$ cat config.mk
export PLATFORM = sky130hd
export DESIGN_NAME = gpio_cmd_decoder
export DESIGN_NICKNAME = d
export VERILOG_FILES = /design/src/rtl/gpio_cmd_decoder.sv
export SDC_FILE = /design/constraint.sdc
export NUM_CORES = 1
export LEC_CHECK = 0
export BUFFER_PORTS_ARGS = -buffer_cell sky130_fd_sc_hd__buf_2
export CORE_ASPECT_RATIO = 0.7
export CORE_MARGIN = 4
export CORE_UTILIZATION = 46
export CTS_CLUSTER_SIZE = 16
export DETAILED_ROUTE_END_ITERATION = 10
export PLACE_DENSITY = 0.78
export SLEW_MARGIN = 5
export SYNTH_ARGS = -nofsm -noshare
export SYNTH_HDL_FRONTEND = slang
export SYNTH_SLANG_ARGS = --single-unit
$ cat constraint.sdc
create_clock -name CLK100MHZ -period 9.86 [get_ports CLK100MHZ]
set_input_delay 2.465 -clock CLK100MHZ [delete_from_list [all_inputs] [get_ports CLK100MHZ]]
set_output_delay 2.465 -clock CLK100MHZ [all_outputs]
set_load 0.02 [all_outputs]
$ cat src/rtl/gpio_cmd_decoder.sv
// gpio_cmd_decoder
// Fabric-side responder for the MicroBlaze 32-bit GPIO command word.
// Turns rising edges of the MCU valid bit into single-cycle kernel/pixel
// write strobes, a start pulse and result-read requests. It also packs FSM
// state, busy, read-valid, error and the last returned result into the
// inbound status word.
module gpio_cmd_decoder #(
    parameter int DATA_W = 24,
    parameter int LEN_W  = 10,
    parameter int ROWS   = 4,
    parameter int KWORDS = 3
) (
    input  logic              CLK100MHZ,
    input  logic              i_rst,
    input  logic [31:0]       i_gpio_data,
    output logic [31:0]       o_gpio_data,
    output logic [DATA_W-1:0] o_kernel_data,
    output logic              o_kernel_we,
    output logic [1:0]        o_kernel_idx,
    output logic [LEN_W-1:0]  o_img_len,
    output logic [DATA_W-1:0] o_img_data,
    output logic              o_img_we,
    output logic [LEN_W+1:0]  o_img_addr,
    output logic              o_start,
    input  logic              i_done,
    output logic              o_rd_req,
    output logic [LEN_W+1:0]  o_rd_addr,
    input  logic [DATA_W-1:0] i_rd_data,
    input  logic              i_rd_valid
);

    localparam int CNT_W  = LEN_W + 2;
    localparam int KIDX_W = $clog2(KWORDS + 1);

    localparam logic [CNT_W-1:0]  CNT_ONE  = CNT_W'(1);
    localparam logic [KIDX_W-1:0] KIDX_ONE = KIDX_W'(1);
    localparam logic [KIDX_W-1:0] KIDX_MAX = KIDX_W'(KWORDS);

    localparam logic [2:0] CMD_KERNEL = 3'b000;
    localparam logic [2:0] CMD_LEN    = 3'b001;
    localparam logic [2:0] CMD_IMAGE  = 3'b010;
    localparam logic [2:0] CMD_READ   = 3'b011;
    localparam logic [2:0] CMD_LAST   = 3'b100;

    // State values are visible to software in status bits 31:29.
    typedef enum logic [2:0] {
        ST_IDLE   = 3'd0,
        ST_LOAD   = 3'd1,
        ST_PROC   = 3'd2,
        ST_READ   = 3'd3,
        ST_WAITRD = 3'd4
    } state_t;

    // Fields of the outbound MCU word.
    logic [2:0]        cmd_ctrl;
    logic              cmd_valid;
    logic [23:0]       cmd_data;
    logic              soft_rst;
    logic              cmd_event;
    logic              cmd_illegal;
    logic [DATA_W-1:0] payload;
    logic              unused_rsv;

    assign cmd_ctrl    = i_gpio_data[31:29];
    assign cmd_valid   = i_gpio_data[28];
    assign cmd_data    = i_gpio_data[24:1];
    assign soft_rst    = i_gpio_data[0];
    assign payload     = cmd_data[DATA_W-1:0];
    assign cmd_illegal = cmd_ctrl[2] & (cmd_ctrl[1] | cmd_ctrl[0]);
    assign unused_rsv  = ^i_gpio_data[27:25];

    // Registered state
    state_t            state_reg,       state_next;
    logic              valid_q_reg,     valid_q_next;
    logic [KIDX_W-1:0] kidx_reg,        kidx_next;
    logic [CNT_W-1:0]  pidx_reg,        pidx_next;
    logic [CNT_W-1:0]  ridx_reg,        ridx_next;
    logic [LEN_W-1:0]  img_len_reg,     img_len_next;
    logic              err_reg,         err_next;
    logic              rd_valid_reg,    rd_valid_next;
    logic [DATA_W-1:0] rd_data_reg,     rd_data_next;
    logic              start_pend_reg,  start_pend_next;
    logic              start_reg,       start_next;
    logic              kernel_we_reg,   kernel_we_next;
    logic [DATA_W-1:0] kernel_data_reg, kernel_data_next;
    logic [1:0]        kernel_idx_reg,  kernel_idx_next;
    logic              img_we_reg,      img_we_next;
    logic [DATA_W-1:0] img_data_reg,    img_data_next;
    logic [CNT_W-1:0]  img_addr_reg,    img_addr_next;
    logic              rd_req_reg,      rd_req_next;
    logic [CNT_W-1:0]  rd_addr_reg,     rd_addr_next;

    // Pixel count for the current length; wraps in CNT_W bits like the hardware counters.
    logic [CNT_W-1:0] exp_count;
    logic [CNT_W-1:0] last_idx;

    assign exp_count = CNT_W'(ROWS) * ({2'b00, img_len_reg} + CNT_ONE);
    assign last_idx  = exp_count - CNT_ONE;

    assign cmd_event = cmd_valid & ~valid_q_reg;

    // Next-state and strobe decode; soft reset overrides everything last.
    always_comb begin
        state_next       = state_reg;
        valid_q_next     = cmd_valid;
        kidx_next        = kidx_reg;
        pidx_next        = pidx_reg;
        ridx_next        = ridx_reg;
        img_len_next     = img_len_reg;
        err_next         = err_reg;
        rd_valid_next    = rd_valid_reg;
        rd_data_next     = rd_data_reg;
        start_pend_next  = 1'b0;
        start_next       = start_pend_reg;
        kernel_we_next   = 1'b0;
        kernel_data_next = kernel_data_reg;
        kernel_idx_next  = kernel_idx_reg;
        img_we_next      = 1'b0;
        img_data_next    = img_data_reg;
        img_addr_next    = img_addr_reg;
        rd_req_next      = 1'b0;
        rd_addr_next     = rd_addr_reg;

        if (cmd_event && cmd_illegal) begin
            err_next = 1'b1;
        end

        unique case (state_reg)
            ST_IDLE: begin
                // Length follows the data bus level while selected, no valid edge needed.
                if (cmd_ctrl == CMD_LEN) begin
                    img_len_next = cmd_data[LEN_W-1:0];
                end
                if (cmd_event && cmd_ctrl == CMD_KERNEL) begin
                    if (kidx_reg >= KIDX_MAX) begin
                        err_next = 1'b1;
                    end else begin
                        kernel_we_next   = 1'b1;
                        kernel_data_next = payload;
                        kernel_idx_next  = 2'(kidx_reg);
                        kidx_next        = kidx_reg + KIDX_ONE;
                    end
                end
                if (cmd_event && cmd_ctrl == CMD_IMAGE) begin
                    if (pidx_reg >= exp_count) begin
                        err_next = 1'b1;
                    end else begin
                        img_we_next   = 1'b1;
                        img_data_next = payload;
                        img_addr_next = pidx_reg;
                        pidx_next     = pidx_reg + CNT_ONE;
                        state_next    = ST_LOAD;
                    end
                end
            end

            ST_LOAD: begin
                if (cmd_event && cmd_ctrl == CMD_IMAGE) begin
                    if (pidx_reg >= exp_count) begin
                        err_next = 1'b1;
                    end else begin
                        img_we_next   = 1'b1;
                        img_data_next = payload;
                        img_addr_next = pidx_reg;
                        pidx_next     = pidx_reg + CNT_ONE;
                    end
                end
                if (cmd_event && cmd_ctrl == CMD_LAST) begin
                    if (pidx_reg >= exp_count) begin
                        err_next = 1'b1;
                    end else begin
                        // A short image is flagged but still processed.
                        if (pidx_reg != last_idx) begin
                            err_next = 1'b1;
                        end
                        img_we_next   = 1'b1;
                        img_data_next = payload;
                        img_addr_next = pidx_reg;
                        pidx_next     = pidx_reg + CNT_ONE;
                    end
                    // Start trails the last write by one cycle so memory sees it first.
                    start_pend_next = 1'b1;
                    state_next      = ST_PROC;
                end
            end

            ST_PROC: begin
                if (cmd_event) begin
                    err_next = 1'b1;
                end
                if (i_done) begin
                    ridx_next  = '0;
                    state_next = ST_READ;
                end
            end

            ST_READ: begin
                if (cmd_event && cmd_ctrl == CMD_READ) begin
                    rd_req_next   = 1'b1;
                    rd_addr_next  = ridx_reg;
                    rd_valid_next = 1'b0;
                    state_next    = ST_WAITRD;
                end
            end

            ST_WAITRD: begin
                if (i_rd_valid) begin
                    rd_data_next  = i_rd_data;
                    rd_valid_next = 1'b1;
                    ridx_next     = ridx_reg + CNT_ONE;
                    if (ridx_reg == last_idx) begin
                        kidx_next  = '0;
                        pidx_next  = '0;
                        state_next = ST_IDLE;
                    end else begin
                        state_next = ST_READ;
                    end
                end
            end

            default: begin
                state_next = ST_IDLE;
            end
        endcase

        if (soft_rst) begin
            state_next       = ST_IDLE;
            valid_q_next     = 1'b0;
            kidx_next        = '0;
            pidx_next        = '0;
            ridx_next        = '0;
            img_len_next     = '0;
            err_next         = 1'b0;
            rd_valid_next    = 1'b0;
            rd_data_next     = '0;
            start_pend_next  = 1'b0;
            start_next       = 1'b0;
            kernel_we_next   = 1'b0;
            kernel_data_next = '0;
            kernel_idx_next  = '0;
            img_we_next      = 1'b0;
            img_data_next    = '0;
            img_addr_next    = '0;
            rd_req_next      = 1'b0;
            rd_addr_next     = '0;
        end
    end

    // State register bank with asynchronous hardware reset.
    always_ff @(posedge CLK100MHZ or posedge i_rst) begin
        if (i_rst) begin
            state_reg       <= ST_IDLE;
            valid_q_reg     <= 1'b0;
            kidx_reg        <= '0;
            pidx_reg        <= '0;
            ridx_reg        <= '0;
            img_len_reg     <= '0;
            err_reg         <= 1'b0;
            rd_valid_reg    <= 1'b0;
            rd_data_reg     <= '0;
            start_pend_reg  <= 1'b0;
            start_reg       <= 1'b0;
            kernel_we_reg   <= 1'b0;
            kernel_data_reg <= '0;
            kernel_idx_reg  <= '0;
            img_we_reg      <= 1'b0;
            img_data_reg    <= '0;
            img_addr_reg    <= '0;
            rd_req_reg      <= 1'b0;
            rd_addr_reg     <= '0;
        end else begin
            state_reg       <= state_next;
            valid_q_reg     <= valid_q_next;
            kidx_reg        <= kidx_next;
            pidx_reg        <= pidx_next;
            ridx_reg        <= ridx_next;
            img_len_reg     <= img_len_next;
            err_reg         <= err_next;
            rd_valid_reg    <= rd_valid_next;
            rd_data_reg     <= rd_data_next;
            start_pend_reg  <= start_pend_next;
            start_reg       <= start_next;
            kernel_we_reg   <= kernel_we_next;
            kernel_data_reg <= kernel_data_next;
            kernel_idx_reg  <= kernel_idx_next;
            img_we_reg      <= img_we_next;
            img_data_reg    <= img_data_next;
            img_addr_reg    <= img_addr_next;
            rd_req_reg      <= rd_req_next;
            rd_addr_reg     <= rd_addr_next;
        end
    end

    assign o_kernel_we   = kernel_we_reg;
    assign o_kernel_data = kernel_data_reg;
    assign o_kernel_idx  = kernel_idx_reg;
    assign o_img_len     = img_len_reg;
    assign o_img_we      = img_we_reg;
    assign o_img_data    = img_data_reg;
    assign o_img_addr    = img_addr_reg;
    assign o_start       = start_reg;
    assign o_rd_req      = rd_req_reg;
    assign o_rd_addr     = rd_addr_reg;

    // Status word: {state, busy, rd_valid, err, 2'b0, rd_data}.
    assign o_gpio_data = {state_reg, (state_reg == ST_PROC), rd_valid_reg, err_reg,
                          2'b00, 24'(rd_data_reg)};

endmodule

==> impl_summary.txt <==
----------------------------------------------------
[Global routing]
  Number of antenna violations at the first check in global routing ... 0
  Maximum number of pins on one net before global-route repair ... 89
  GRT Residual Overflow ... 0
  Via count of the first global-routing pass ... 6312
  Combined global-route utilization of all metal layers ... 21.8%
  Global-route wire length before repair ... 32900 um

[Setup path]
  Number of buffer and inverter stages on the critical path ... 2
  CP max FO ... 23
  Arrival time of data at the critical path endpoint ... 5.22 ns
  Critical Path Sink Type ... register
  Slowest CP cell ... sky130_fd_sc_hd__nor4_4
  Launching element type of the critical path ... input port
  Critical path required time ... 10.22 ns
  Maximum cell stage delay along the critical path ... 1.05 ns
  Class of the most critical setup path ... input port to register
  Top delay family on crit path ... simple AND/OR/NAND/NOR gates
  Series of cell instances along the critical path ... buf_2 -> or2_2 -> nor3_1 -> a21oi_1 -> nor4_4 -> buf_4 -> a22o_1

[Run status]
  Result of the run ... completed

[Finish]
  Final cell area excluding filler cells ... 9150 um^2
  Number of antenna cells inserted ... 0
  Synth-to-Final Area Change ... 20.0%
  Register Area ... 3630 um^2
  Filler instances ... 1507
  Proportion of layout cells with a drive suffix above 1 ... 26.1%
  Post-layout nets ... 978
  Area used by multi-input combinational logic ... 3650 um^2

[Detailed routing]
  Average wire per standard cell ... 17.8 um
  Number of vias per cell after detailed routing ... 5.79
  Number of nets with antenna violations after detailed routing ... 0
  Total wirelength of the detailed-routed design ... 20300 um
  DRC errors left ... 0
  Count of TritonRoute iterations in the first routing pass ... 5
  Violation count after the first detailed-routing iteration ... 604
  Routed via count ... 6617

[Logic synthesis]
  Area share of the leading cell type in the synthesized netlist ... 47.6%
  Number of instances in the synthesized netlist ... 763
  Ys Warns ... 0
  Cell taking the most area after synthesis ... sky130_fd_sc_hd__dfrtp_1
  Most frequent cell after synthesis ... sky130_fd_sc_hd__dfrtp_1
  Synth async-reset ratio ... 100%
  Share of the yosys chip area belonging to registers ... 47.6%
  Number of enable-type register cells in the synthesized netlist ... 0
  Mean instance size in the synthesized netlist ... 9.99 um^2
  Cell variety after synth ... 82
  Most frequent cells after synthesis ... 145 x sky130_fd_sc_hd__dfrtp_1, 87 x sky130_fd_sc_hd__nand2_1, 83 x sky130_fd_sc_hd__a22o_1
  Most used DFF post-synth ... sky130_fd_sc_hd__dfrtp_1
  #FFs+latches synth ... 145
  Area of the mapped netlist ... 7620 um^2
  Largest cells by area after synthesis ... sky130_fd_sc_hd__dfrtp_1 48%, sky130_fd_sc_hd__a22o_1 9.5%, sky130_fd_sc_hd__nand2_1 4.3%

[Clock network]
  Post-CTS setup repair buffer count ... 0
  Clock transition at the registers of the reported paths ... 0.06 ns
  Root buffer cell ... sky130_fd_sc_hd__clkbuf_16
  Number of buffers created by CTS ... 17
  TritonCTS clock tree ... yes
  Source-to-sink clock delay at the later pin of the worst-skew pair ... 0.42 ns
  Clk sinks ... 145
  Total number of H-tree levels ... 4
  Hold buffers post-CTS ... 0
  Post-cts repair resize count ... 0
  Clock tree buffer depth ... 2

[Die]
  Width of the chip ... 162 um
  Floorplan core area ... 16300 um^2
  Row count ... 39
  Effective utilization at floorplan ... 46.8%
  Top-level I/O count ... 180
  Area of the die ... 18700 um^2
  Chip Height ... 116 um

[STA]
  Setup repair after global routing missed its margin ... no
  Worst slew margin relative to its limit ... 24.9%
  Skew final ... 0.0127 ns
  Achievable frequency ... 0.206 GHz
  Count of pins over their slew limit ... 0
  Final Cycle Share ... 49.3%
  Time the final worst path needs with I/O delays and setup ... 4.86 ns
  TNS Setup ... 0 ns
  Final hold viol count ... 0
  Worst Tran Pin Value ... 1.12 ns
  Total setup violations reported at the end of the flow ... 0

[Place]
  Cell Area, Placed ... 8580 um^2
  Hpwl dp ... 14200 um
  Total of buffers placed on input and output ports ... 174
  Weighted congestion at the end of routability-driven global placement ... 0.888

[Pwr]
  Maximum VDD drop ... 0.000111 V
  Leakage power of the design ... 4.44 nW
  Pwr per Cell Area ... 168 nW/um^2

[Job]
  Number of violations of the max-capacitance limit ... 0

[Worst hold path]
  Worst min-delay path category ... register to register

----------------------------------------------------
[layer usage]
metal | track usage, % | part of all wire [%] | up-vias
li1 | - | - | 3107
met1 | 32.6 | 48 | 3200
met2 | 30.9 | 42 | 294
met3 | 6.61 | 9.3 | 16
met4 | 5.41 | 0.79 | 0
met5 | 0 | 0 | -
[worst reg2reg max path: stages, from the launching register on]
cell                       delay, ns
sky130_fd_sc_hd__dfrtp_1        0.73
sky130_fd_sc_hd__ha_1           0.59
sky130_fd_sc_hd__xnor2_1        0.23
sky130_fd_sc_hd__ha_1           0.35
sky130_fd_sc_hd__a211oi_1       0.21
sky130_fd_sc_hd__a21oi_1        0.10
sky130_fd_sc_hd__a211o_1        0.28
sky130_fd_sc_hd__a41o_1         0.36
sky130_fd_sc_hd__nor4_4         1.02
sky130_fd_sc_hd__buf_4          0.44
sky130_fd_sc_hd__a22o_1         0.22
[per-stage QoR]
stage	setup WS (ns)	cells	utilization, %	hold WS (ns)	total power [mW]
after floorplan	3.50	764	-	0.439	0.844
after global placement	4.64	1112	52.6	0.449	0.918
after detailed placement	4.56	1112	52.6	0.452	0.924
after CTS	5.00	1143	56.1	0.466	1.55
after global routing	4.72	1143	56.1	0.476	1.61
final	5.00	1143	56.1	0.461	1.54
[power by group]
part           internal [mW]  leakage (nW)  switching (mW)  total, mW
clock network          0.364         0.283           0.260      0.625
logic                 0.0873          2.14           0.174      0.261
registers              0.614          2.02          0.0414      0.656
total                   1.07          4.44           0.475       1.54
[area by class of cell]
cell class                      count  area share (%)
Clock buffer                       19            4.95
Clock inverter                     12            1.31
Inverter                           24            1.04
Multi-Input combinational cell    537            39.9
Sequential cell                   145            39.6
Tap cell                          225            3.08
Timing Repair Buffer              181            10.1
[cell families after synthesis]
logic type | after synthesis | synth area share [%]
AO/OA/AOI/OAI | 232 | 22.6
other | 1 | 0.0492
adder cells (fa/ha/maj) | 12 | 1.97
XOR/XNOR | 39 | 5.50
flip-flops | 145 | 47.6
AND/OR/NAND/NOR | 251 | 17.4
buffers and inverters | 82 | 4.81
multiplexers | 1 | 0.131
[placed cells by master, fill, tap and decap left out, types with 5 or more instances in the layout]
cell                        netlist  routed
sky130_fd_sc_hd__buf_2           14     174
sky130_fd_sc_hd__dfrtp_1        145     145
sky130_fd_sc_hd__nand2_1         87      87
sky130_fd_sc_hd__a22o_1          83      83
sky130_fd_sc_hd__a21oi_1         52      51
sky130_fd_sc_hd__nor2_1          43      41
sky130_fd_sc_hd__xnor2_1         26      26
sky130_fd_sc_hd__inv_1           24      23
sky130_fd_sc_hd__nand3_1         22      22
sky130_fd_sc_hd__nor3_1          18      18
sky130_fd_sc_hd__clkbuf_16        0      17
sky130_fd_sc_hd__o21ai_0         16      16
sky130_fd_sc_hd__nand4_1         15      15
sky130_fd_sc_hd__ha_1            12      12
sky130_fd_sc_hd__a31oi_1         10      10
sky130_fd_sc_hd__or3_1            9       9
sky130_fd_sc_hd__and3_1           7       7
sky130_fd_sc_hd__xor2_1           7       7
sky130_fd_sc_hd__o211ai_1         7       7
sky130_fd_sc_hd__buf_4            9       7
sky130_fd_sc_hd__nor2b_1          6       6
sky130_fd_sc_hd__nor4_1           6       6
sky130_fd_sc_hd__inv_6            0       6
sky130_fd_sc_hd__o21ai_1          5       5
sky130_fd_sc_hd__o21a_1           5       5
[path summary, 6_finish.rpt]
path / slack (ns) / cells past startpoint / endpoint / from
setup / recovery: 5.00 / 7 / o_img_addr[2] / i_gpio_data[29]
hold / removal: 0.46 / 1 / o_start / start_pend_reg
setup reg to reg: 5.27 / 10 / o_img_addr[2] / o_img_len[0]
hold reg to reg: 0.46 / 1 / o_start / start_pend_reg
max in group asynchronous: 6.32 / 3 / o_img_len[5] / i_rst
min in group asynchronous: 2.08 / 2 / rd_data_reg[5] / i_rst
No activity file was read; power rests on OpenSTA's default activity.
